**config.mk**
```make
export PLATFORM = sky130hd
export DESIGN_NAME = forward_ctrl
export DESIGN_NICKNAME = d
export VERILOG_FILES = /design/src/rtl/fwd_pkg.sv /design/src/rtl/fwd_match.sv /design/src/rtl/forward_ctrl.sv
export SDC_FILE = /design/constraint.sdc
export NUM_CORES = 1
export LEC_CHECK = 0
export ABC_AREA = 1
export CORE_MARGIN = 1
export CORE_UTILIZATION = 47
export CTS_CLUSTER_SIZE = 24
export DETAILED_ROUTE_END_ITERATION = 7
export GPL_ROUTABILITY_DRIVEN = 0
export PLACE_DENSITY = 0.86
export SLEW_MARGIN = 10
export SYNTH_ARGS = -nofsm -noshare
export SYNTH_HDL_FRONTEND = slang
export SYNTH_SLANG_ARGS = --single-unit
```
**constraint.sdc**
```tcl
create_clock -name clk -period 2.7 [get_ports clk]
set_clock_uncertainty 0.15 [all_clocks]
set_input_delay 0.27 -clock clk [delete_from_list [all_inputs] [get_ports clk]]
set_output_delay 0.27 -clock clk [all_outputs]
set_load 0.02 [all_outputs]
```
**src/rtl/fwd_pkg.sv**
```systemverilog
// Shared constants and history-slot type for the EX-stage forwarding control.
package fwd_pkg;

    localparam int unsigned REG_ADDR_W = 3;
    localparam int unsigned SEL_W      = 2;

    localparam logic [SEL_W-1:0] FWD_REG     = 2'b00;
    localparam logic [SEL_W-1:0] FWD_BEFORE1 = 2'b10;
    localparam logic [SEL_W-1:0] FWD_BEFORE2 = 2'b01;

    typedef struct packed {
        logic                  valid;
        logic [REG_ADDR_W-1:0] rd;
        logic                  we;
        logic                  load;
    } fwd_slot_t;

endpackage

```
**src/rtl/fwd_match.sv**
```systemverilog
// Combinational forwarding select and load-use detection for one source operand.
// With FWD_R0_ZERO_EN defined, register 0 never matches a producer.
module fwd_match
    import fwd_pkg::*;
(
    input  logic [REG_ADDR_W-1:0] src_i,
    input  logic                  src_used_i,
    input  fwd_slot_t             slot1_i,
    input  fwd_slot_t             slot2_i,
    output logic [SEL_W-1:0]      sel_o,
    output logic                  load_hit_o
);

    logic src_fwd_ok;
    logic match1;
    logic match2;
    logic unused_slot2_load;

`ifdef FWD_R0_ZERO_EN
    assign src_fwd_ok = (src_i != '0);
`else
    assign src_fwd_ok = 1'b1;
`endif

    assign match1 = src_used_i & src_fwd_ok & slot1_i.valid & slot1_i.we &
                    (slot1_i.rd == src_i);
    assign match2 = src_used_i & src_fwd_ok & slot2_i.valid & slot2_i.we &
                    (slot2_i.rd == src_i);

    // A load in slot2 has its data ready, so only slot1 can raise a hazard.
    assign load_hit_o        = match1 & slot1_i.load;
    assign unused_slot2_load = slot2_i.load;

    always_comb begin
        sel_o = FWD_REG;
        if (match1) begin
            sel_o = FWD_BEFORE1;
        end else if (match2) begin
            sel_o = FWD_BEFORE2;
        end
    end

endmodule

```
**src/rtl/forward_ctrl.sv**
```systemverilog
// Operand-forwarding select generator with load-use stall for the 16-bit pipeline.
// Optional r0-hardwired-zero behaviour is enabled by defining FWD_R0_ZERO_EN.
module forward_ctrl
    import fwd_pkg::*;
(
    input  logic                  clk,
    input  logic                  rst_n,
    input  logic                  id_valid,
    input  logic [REG_ADDR_W-1:0] id_rs,
    input  logic [REG_ADDR_W-1:0] id_rt,
    input  logic                  id_rs_used,
    input  logic                  id_rt_used,
    input  logic [REG_ADDR_W-1:0] id_rd,
    input  logic                  id_we,
    input  logic                  id_is_load,
    input  logic                  flush,
    output logic                  stall,
    output logic                  ex_valid,
    output logic [SEL_W-1:0]      op_a,
    output logic [SEL_W-1:0]      op_b
);

    fwd_slot_t        slot1_q, slot1_d;
    fwd_slot_t        slot2_q, slot2_d;
    logic [SEL_W-1:0] op_a_q, op_a_d;
    logic [SEL_W-1:0] op_b_q, op_b_d;
    logic             ex_valid_q, ex_valid_d;

    logic [SEL_W-1:0] sel_a;
    logic [SEL_W-1:0] sel_b;
    logic             hit_a;
    logic             hit_b;
    logic             issue;

    fwd_match u_match_rs (
        .src_i      (id_rs),
        .src_used_i (id_rs_used),
        .slot1_i    (slot1_q),
        .slot2_i    (slot2_q),
        .sel_o      (sel_a),
        .load_hit_o (hit_a)
    );

    fwd_match u_match_rt (
        .src_i      (id_rt),
        .src_used_i (id_rt_used),
        .slot1_i    (slot1_q),
        .slot2_i    (slot2_q),
        .sel_o      (sel_b),
        .load_hit_o (hit_b)
    );

    assign stall = id_valid & ~flush & (hit_a | hit_b);
    assign issue = id_valid & ~stall & ~flush;

    always_comb begin
        slot1_d    = '0;
        slot2_d    = slot1_q;
        op_a_d     = FWD_REG;
        op_b_d     = FWD_REG;
        ex_valid_d = 1'b0;
        if (issue) begin
            slot1_d.valid = 1'b1;
            slot1_d.rd    = id_rd;
            slot1_d.we    = id_we;
            slot1_d.load  = id_is_load;
            op_a_d        = sel_a;
            op_b_d        = sel_b;
            ex_valid_d    = 1'b1;
        end
        if (flush) begin
            slot2_d = '0;
        end
    end

    always_ff @(posedge clk or negedge rst_n) begin
        if (!rst_n) begin
            slot1_q    <= '0;
            slot2_q    <= '0;
            op_a_q     <= FWD_REG;
            op_b_q     <= FWD_REG;
            ex_valid_q <= 1'b0;
        end else begin
            slot1_q    <= slot1_d;
            slot2_q    <= slot2_d;
            op_a_q     <= op_a_d;
            op_b_q     <= op_b_d;
            ex_valid_q <= ex_valid_d;
        end
    end

    assign op_a     = op_a_q;
    assign op_b     = op_b_q;
    assign ex_valid = ex_valid_q;

endmodule

```
==> metrics.md, run 1 <==
| Metric | Value |
|---|---|
| Top cell type by total area after synthesis | dfrtp_1 |
| Synth top cells by count | nand2_1 (24), inv_1 (20), nor2_1 (17) |
| Initial core utilization | 50.50% |
| Syn. warnings | 0 |
| Seq/Total Area, Yosys | 49.34% |
| Die Y | 42.23 um |
| Non-Filler Instances | 142 |
| Rel. slew slack | 56.59% |
| CTS tree | done |
| Top_reg_cell synth | dfrtp_1 |
| Number of synthesized flops with an enable pin | 0 |
| Unique masters post-synth | 14 |
| Most numerous cell in the Yosys netlist | nand2_1 |
| WP data arrival | 2.09 ns |
| Global-route wire length before repair | 2746 um |
| Max cap viols | 0 |
| Core Footprint | 1506 sq um |
| Largest net degree at the start of global routing | 16 |
| Core Rows | 14 |
| Period minus WS final | 2.507 ns |
| PwrDens | 411.5 nW/um^2 |
| Nets | 144 |
| Post-Route WL | 1620 um |
| CTS Sinks | 15 |
| Mean post-synth cell area | 7.684 sq um |
| CP max-delay cell | clkdlybuf4s50_1 |
| CTS max path bufs | 2 |
| Fill cells | 124 |
| Fin Setup TNS | 0 ns |
| Top-area cell type share of the netlist area | 49.34% |
| Inst Count DP | 138 |
| CP Class | in -> out |
| Footprint of the multi-input gates | 299.0 sq um |
| Worst-path maximum fanout | 3 |
| Worst EP required | 2.28 ns |
| Post-layout util | 68.69% |
| Post-route ant nets | 0 |
| Setup-failing EPs final | 0 |
| Die ar. | 1783 sq um |
| Post-place setup slack | 0.2066 ns |
| Final worst-path cycle share | 92.87% |
| Area growth syn-to-layout | 36.02% |
| P_leak | 0.5301 nW |
| Top cells by area, synth | dfrtp_1 (49%), nand2_1 (12%), inv_1 (9.9%), nor2_1 (8.4%), nand3_1 (3.3%) |
| GRT Total Usage | 21.12% |
| Worst Max-Slew Pin Slew | 0.6491 ns |
| Vias in the first global route | 701 |
| Grt total ovfl | 0 |
| Vias | 710 |
| Postcts setup bufs | 0 |
| DPL Wire Length | 1313 um |
| TritonRoute pass-1 iters | 4 |
| Outcome | completed |
| WL/cell | 11.41 um |
| Flip-flop and latch area | 375.4 sq um |
| Hold WC Path Type | in -> async |
| DR iter-0 viols | 24 |
| I/O pin total | 23 |
| Maximum vdd drop | 0.2578 mV |
| Ys async rst share | 100.0% |
| Layout cells sized above 1 | 11.11% |
| H-tree depth | 1 |
| RSZ-0062 raised after global routing | no |
| Port Buffer Count | 22 |
| Final Hold Fails | 0 |
| Post-CTS sizing | 0 |
| Number of remaining DRC errors | 0 |
| Max Freq | 398.8 MHz |
| Clock Pin Slew Worst Setup and Hold Paths | 0.08 ns |
| Cell area after synthesis | 760.7 sq um |
| Antenna Cells | 0 |
| Root Buffer | clkbuf_4 |
| # hold bufs at CTS | 0 |
| Clk_lat worst skew | 0.27 ns |
| CP Capture Type | primary output |
| CP Launch Type | primary input |
| Syn Nets | 116 |
| Fin. max-slew vios | 0 |
| Initial antenna violation count | 0 |
| Fin worst setup slack | 0.1925 ns |
| Final instance area | 1035 sq um |
| Seq cells post-synth | 15 |
| Crit path cell chain | clkdlybuf4s50_1 -> inv_1 -> nand2_1 -> nand2_1 -> nor2_2 -> nand3_2 -> a21oi_1 -> clkdlybuf4s50_1 |
| Slowest Stage Delay on Critical Path | 0.63 ns |
| Syn Inst Count | 99 |
| Die Width | 42.23 um |
| Vias per inst | 5.000 |
| Total CTS buffers | 3 |
| Placed cell area | 1008 sq um |
==> state kept, by name (all words and copies together) (netlist names) <==
signal    flops
op_a          2
ex_valid      1
slot1_q       5
slot2_q       5
op_b          2
==> final timing paths <==
| kind | start | to | slack (ns) | depth (start not counted) |
|---|---|---|---|---|
| worst max-delay path | id_rt[0] | stall | 0.19 | 8 |
| worst min-delay path | rst_n | op_b[1]$_DFF_PN0_ | 0.24 | 1 |
| worst max register to register | slot1_q[3]$_DFF_PN0_ | ex_valid$_DFF_PN0_ | 1.36 | 7 |
| worst min register to register | slot1_q[1]$_DFF_PN0_ | slot2_q[1]$_DFF_PN0_ | 0.38 | 2 |
| max in group asynchronous | rst_n | slot1_q[1]$_DFF_PN0_ | 1.75 | 1 |
| min in group clk | id_rd[0] | slot1_q[2]$_DFF_PN0_ | 0.35 | 3 |
==> kinds of logic after synthesis <==
group	after synthesis	share of synthesized area (%)
simple gates	55	33.39
buf+inv	23	11.35
flops	15	49.34
xor+xnor	4	4.606
compound gates	2	1.316
==> cell type report <==
type	count	share of cell area [%]
clock buffers	4	2.539
well taps	16	1.935
inverters	23	8.343
multi-input cells	61	28.90
repair buffers	23	22.01
flip-flops and latches	15	36.28
==> power by group <==
part	switching (mW)	total (mW)	internal [mW]	leakage (nW)
logic	0.0324	0.0669	0.0345	0.311
registers	0.00523	0.235	0.230	0.204
clock network	0.0662	0.123	0.0572	0.0150
==> layout by cell type (no fill, tap or decap), drive strengths merged <==
cell type	instances
nor2	21
inv	23
nand2	24
a21oi	2
clkbuf	4
xnor2	2
clkdlybuf4s50	22
nand3	8
xor2	2
nand3b	1
nor3	1
buf	1
dfrtp	15
==> worst max-delay path: cells and delay by family <==
| family | cells | cell delay (ns) |
|---|---|---|
| simple gates | 4 | 0.40 |
| buf+inv | 3 | 1.21 |
| compound gates | 1 | 0.21 |
==> layer usage <==
layer	up-vias	routed length, um	track usage [%]
li1	346	-	-
met5	-	0	0
met2	36	794	37.85
met1	313	618	20.79
met3	15	91	4.741
met4	0	115	15.63
==> through the flow <==
| step | hold WS, ns | power, mW |
|---|---|---|
| 6_report | 0.2376 | 0.4258 |
| 5_1_grt | 0.2909 | 0.4470 |
| 4_1_cts | 0.2611 | 0.4289 |
| 3_5_place_dp | 0.3658 | 0.3066 |
| 3_3_place_gp | 0.3605 | 0.3035 |
| 2_1_floorplan | -0.1756 | 0.2659 |
Power figures use the tool's default switching activity.
==> run 2, diff against run 1 <==
- CORE_UTILIZATION: 47 -> 40
- PLACE_DENSITY: 0.86 -> 0.79
- clock period: 2.7 -> 2.2 ns (I/O delays scaled with it)
==> run 2 against run 1 <==
Against the previous run:
- routed wire length fell by 8.3%
- die area up 17%
- sequential power rose by 23%
- critical path depth did not move
- sequential cell count did not move
- via count shrank 4.1%
- clock-buffer cell count stayed put
- setup slack lost 0.021 ns
- largest power group unchanged
==> metrics.md, run 2 (synthesized netlist as in run 1, its figures left out) <==
| Metric | Value |
|---|---|
| Die ar. | 2080 sq um |
| RSZ-0062 raised after global routing | no |
| Worst EP required | 1.83 ns |
| Core Footprint | 1745 sq um |
| I/O pin total | 23 |
| Nets | 151 |
| Clk_lat worst skew | 0.28 ns |
| Max Freq | 493.0 MHz |
| Core Rows | 15 |
| CTS tree | done |
| Most frequent cells in the layout | nand2_1 (24), clkdlybuf4s50_1 (21), inv_1 (20), nor2_1 (17), dfrtp_1 (15) |
| Worst r2r dst | op_b[0]$_DFF_PN0_ |
| Fin. max-slew vios | 0 |
| Vias per inst | 4.310 |
| Initial antenna violation count | 0 |
| Outcome | completed |
| Critical Path Start | id_rt[0] |
| Max cap viols | 0 |
| Grt total ovfl | 0 |
| P_leak | 0.5683 nW |
| GRT Total Usage | 17.49% |
| CTS max path bufs | 2 |
| CP Capture Type | primary output |
| Largest registers | slot1_q: 5 flops, slot2_q: 5 flops |
| Switching portion of total power | 24.72% |
| DR iter-0 viols | 13 |
| Post-route ant nets | 0 |
| CP Class | in -> out |
| Largest net degree at the start of global routing | 16 |
| Antenna Cells | 0 |
| Setup-failing EPs final | 0 |
| Crit path to | stall |
| Logic gate share of total power | 16.5% |
| Rel. slew slack | 56.06% |
| Final worst-path cycle share | 92.20% |
| Internal power | 0.4018 mW |
| WL/cell | 9.399 um |
| Post-Route WL | 1485 um |
| Vias | 681 |
| Worst-path maximum fanout | 3 |
| Die Y | 45.61 um |
| WP data arrival | 1.66 ns |
| Total CTS buffers | 3 |
| Final Hold Fails | 0 |
| Fill cells | 153 |
| PwrDens | 486.4 nW/um^2 |
| Period minus WS final | 2.028 ns |
| Vias in the first global route | 648 |
| Clock Pin Slew Worst Setup and Hold Paths | 0.09 ns |
| Initial core utilization | 43.58% |
| Most common cell after layout, fill and taps aside | nand2_1 |
| Worst Max-Slew Pin Slew | 0.6570 ns |
| Seq pwr share | 54.0% |
| Maximum vdd drop | 0.3393 mV |
| Area growth syn-to-layout | 44.24% |
| Post-layout util | 62.87% |
| Origin of the critical flop-to-flop path | slot1_q[4]$_DFF_PN0_ |
| Global-route wire length before repair | 2546 um |
| CP Launch Type | primary input |
| Root Buffer | clkbuf_4 |
| Number of remaining DRC errors | 0 |
| # hold bufs at CTS | 0 |
| Port Buffer Count | 22 |
| DPL Wire Length | 1214 um |
| Layout cells sized above 1 | 15.79% |
| Non-Filler Instances | 158 |
| Hold WC Path Type | in -> async |
| TritonRoute pass-1 iters | 4 |
| Inst Count DP | 154 |
| Clock power share | 29.4% |
| CTS Sinks | 15 |
| R2R depth | 7 |
| R2R setup slack | 0.80 ns |
| Switching pwr | 0.1319 mW |
| H-tree depth | 1 |
| Die Width | 45.61 um |
run 2: cell count changes in the layout (fill, tap and decap cells not counted), sizes merged:
cell | previous run | this run
buf | 1 | 8
dlygate4sd2 | 0 | 1
clkdlybuf4s50 | 22 | 21
run 2: metal layers:
| metal | global-route usage, % | vias up | wire length, um |
|---|---|---|---|
| li1 | - | 357 | - |
| met1 | 20.30 | 307 | 636 |
| met2 | 30.00 | 17 | 786 |
| met3 | 3.968 | 0 | 62 |
| met4 | 8.485 | 0 | 0 |
| met5 | 0 | - | 0 |
run 2: worst min path at each step:
stage               depth (start not counted)  slack (ns)                 start              endpoint
floorplan                                   0       -0.23                 rst_n    ex_valid$_DFF_PN0_
global placement                            2        0.35  slot1_q[1]$_DFF_PN0_  slot2_q[1]$_DFF_PN0_
detailed placement                          2        0.35  slot1_q[1]$_DFF_PN0_  slot2_q[1]$_DFF_PN0_
CTS                                         1        0.20                 rst_n     op_a[0]$_DFF_PN0_
global route                                1        0.24                 rst_n  slot1_q[4]$_DFF_PN0_
finish                                      1        0.19                 rst_n    ex_valid$_DFF_PN0_
run 2: layout make-up:
class	instances	area (sq um)	area share (%)
clock buffers	4	26.28	2.395
flip-flops and latches	15	375.4	34.21
repair buffers	30	279.0	25.43
inverters	23	86.33	7.868
well taps	25	31.28	2.851
multi-input cells	61	299.0	27.25
run 2: metrics by stage:
| step | cell area (sq um) | total power, mW | setup WS (ns) | hold slack [ns] | TNS, ns |
|---|---|---|---|---|---|
| after detailed placement | 1072 | 0.3829 | -0.08603 | 0.3546 | -0.08603 |
| after CTS | 1097 | 0.5396 | 0.1681 | 0.2040 | 0 |
| after global placement | 1072 | 0.3804 | -0.07315 | 0.3522 | -0.07315 |
| after floorplan | 760.7 | 0.3263 | 0.5920 | -0.2256 | 0 |
| after global routing | 1097 | 0.5605 | 0.07313 | 0.2378 | 0 |
| final | 1097 | 0.5338 | 0.1717 | 0.1870 | 0 |
run 2: worst max-delay path, stage by stage:
cell	delay, ns
clkdlybuf4s50_1	0.51
inv_1	0.06
nand2_1	0.06
nand2_1	0.06
nor2_2	0.13
nand3_2	0.11
a21oi_1	0.17
dlygate4sd2_1	0.35
run 2: repair_timing:
action	4_1_cts	5_1_grt
gates resized for setup	1	0
setup buffers	0	0
setup endpoints to repair	1	0
run 2: power by group through the flow:
stage                     Combinational, mW  Clock [mW]  Sequential, mW
after floorplan                      0.0324           0           0.294
after global placement               0.0869           0           0.294
after detailed placement             0.0889           0           0.294
after CTS                            0.0895       0.162           0.289
after global routing                 0.0987       0.172           0.290
final                                0.0883       0.157           0.288
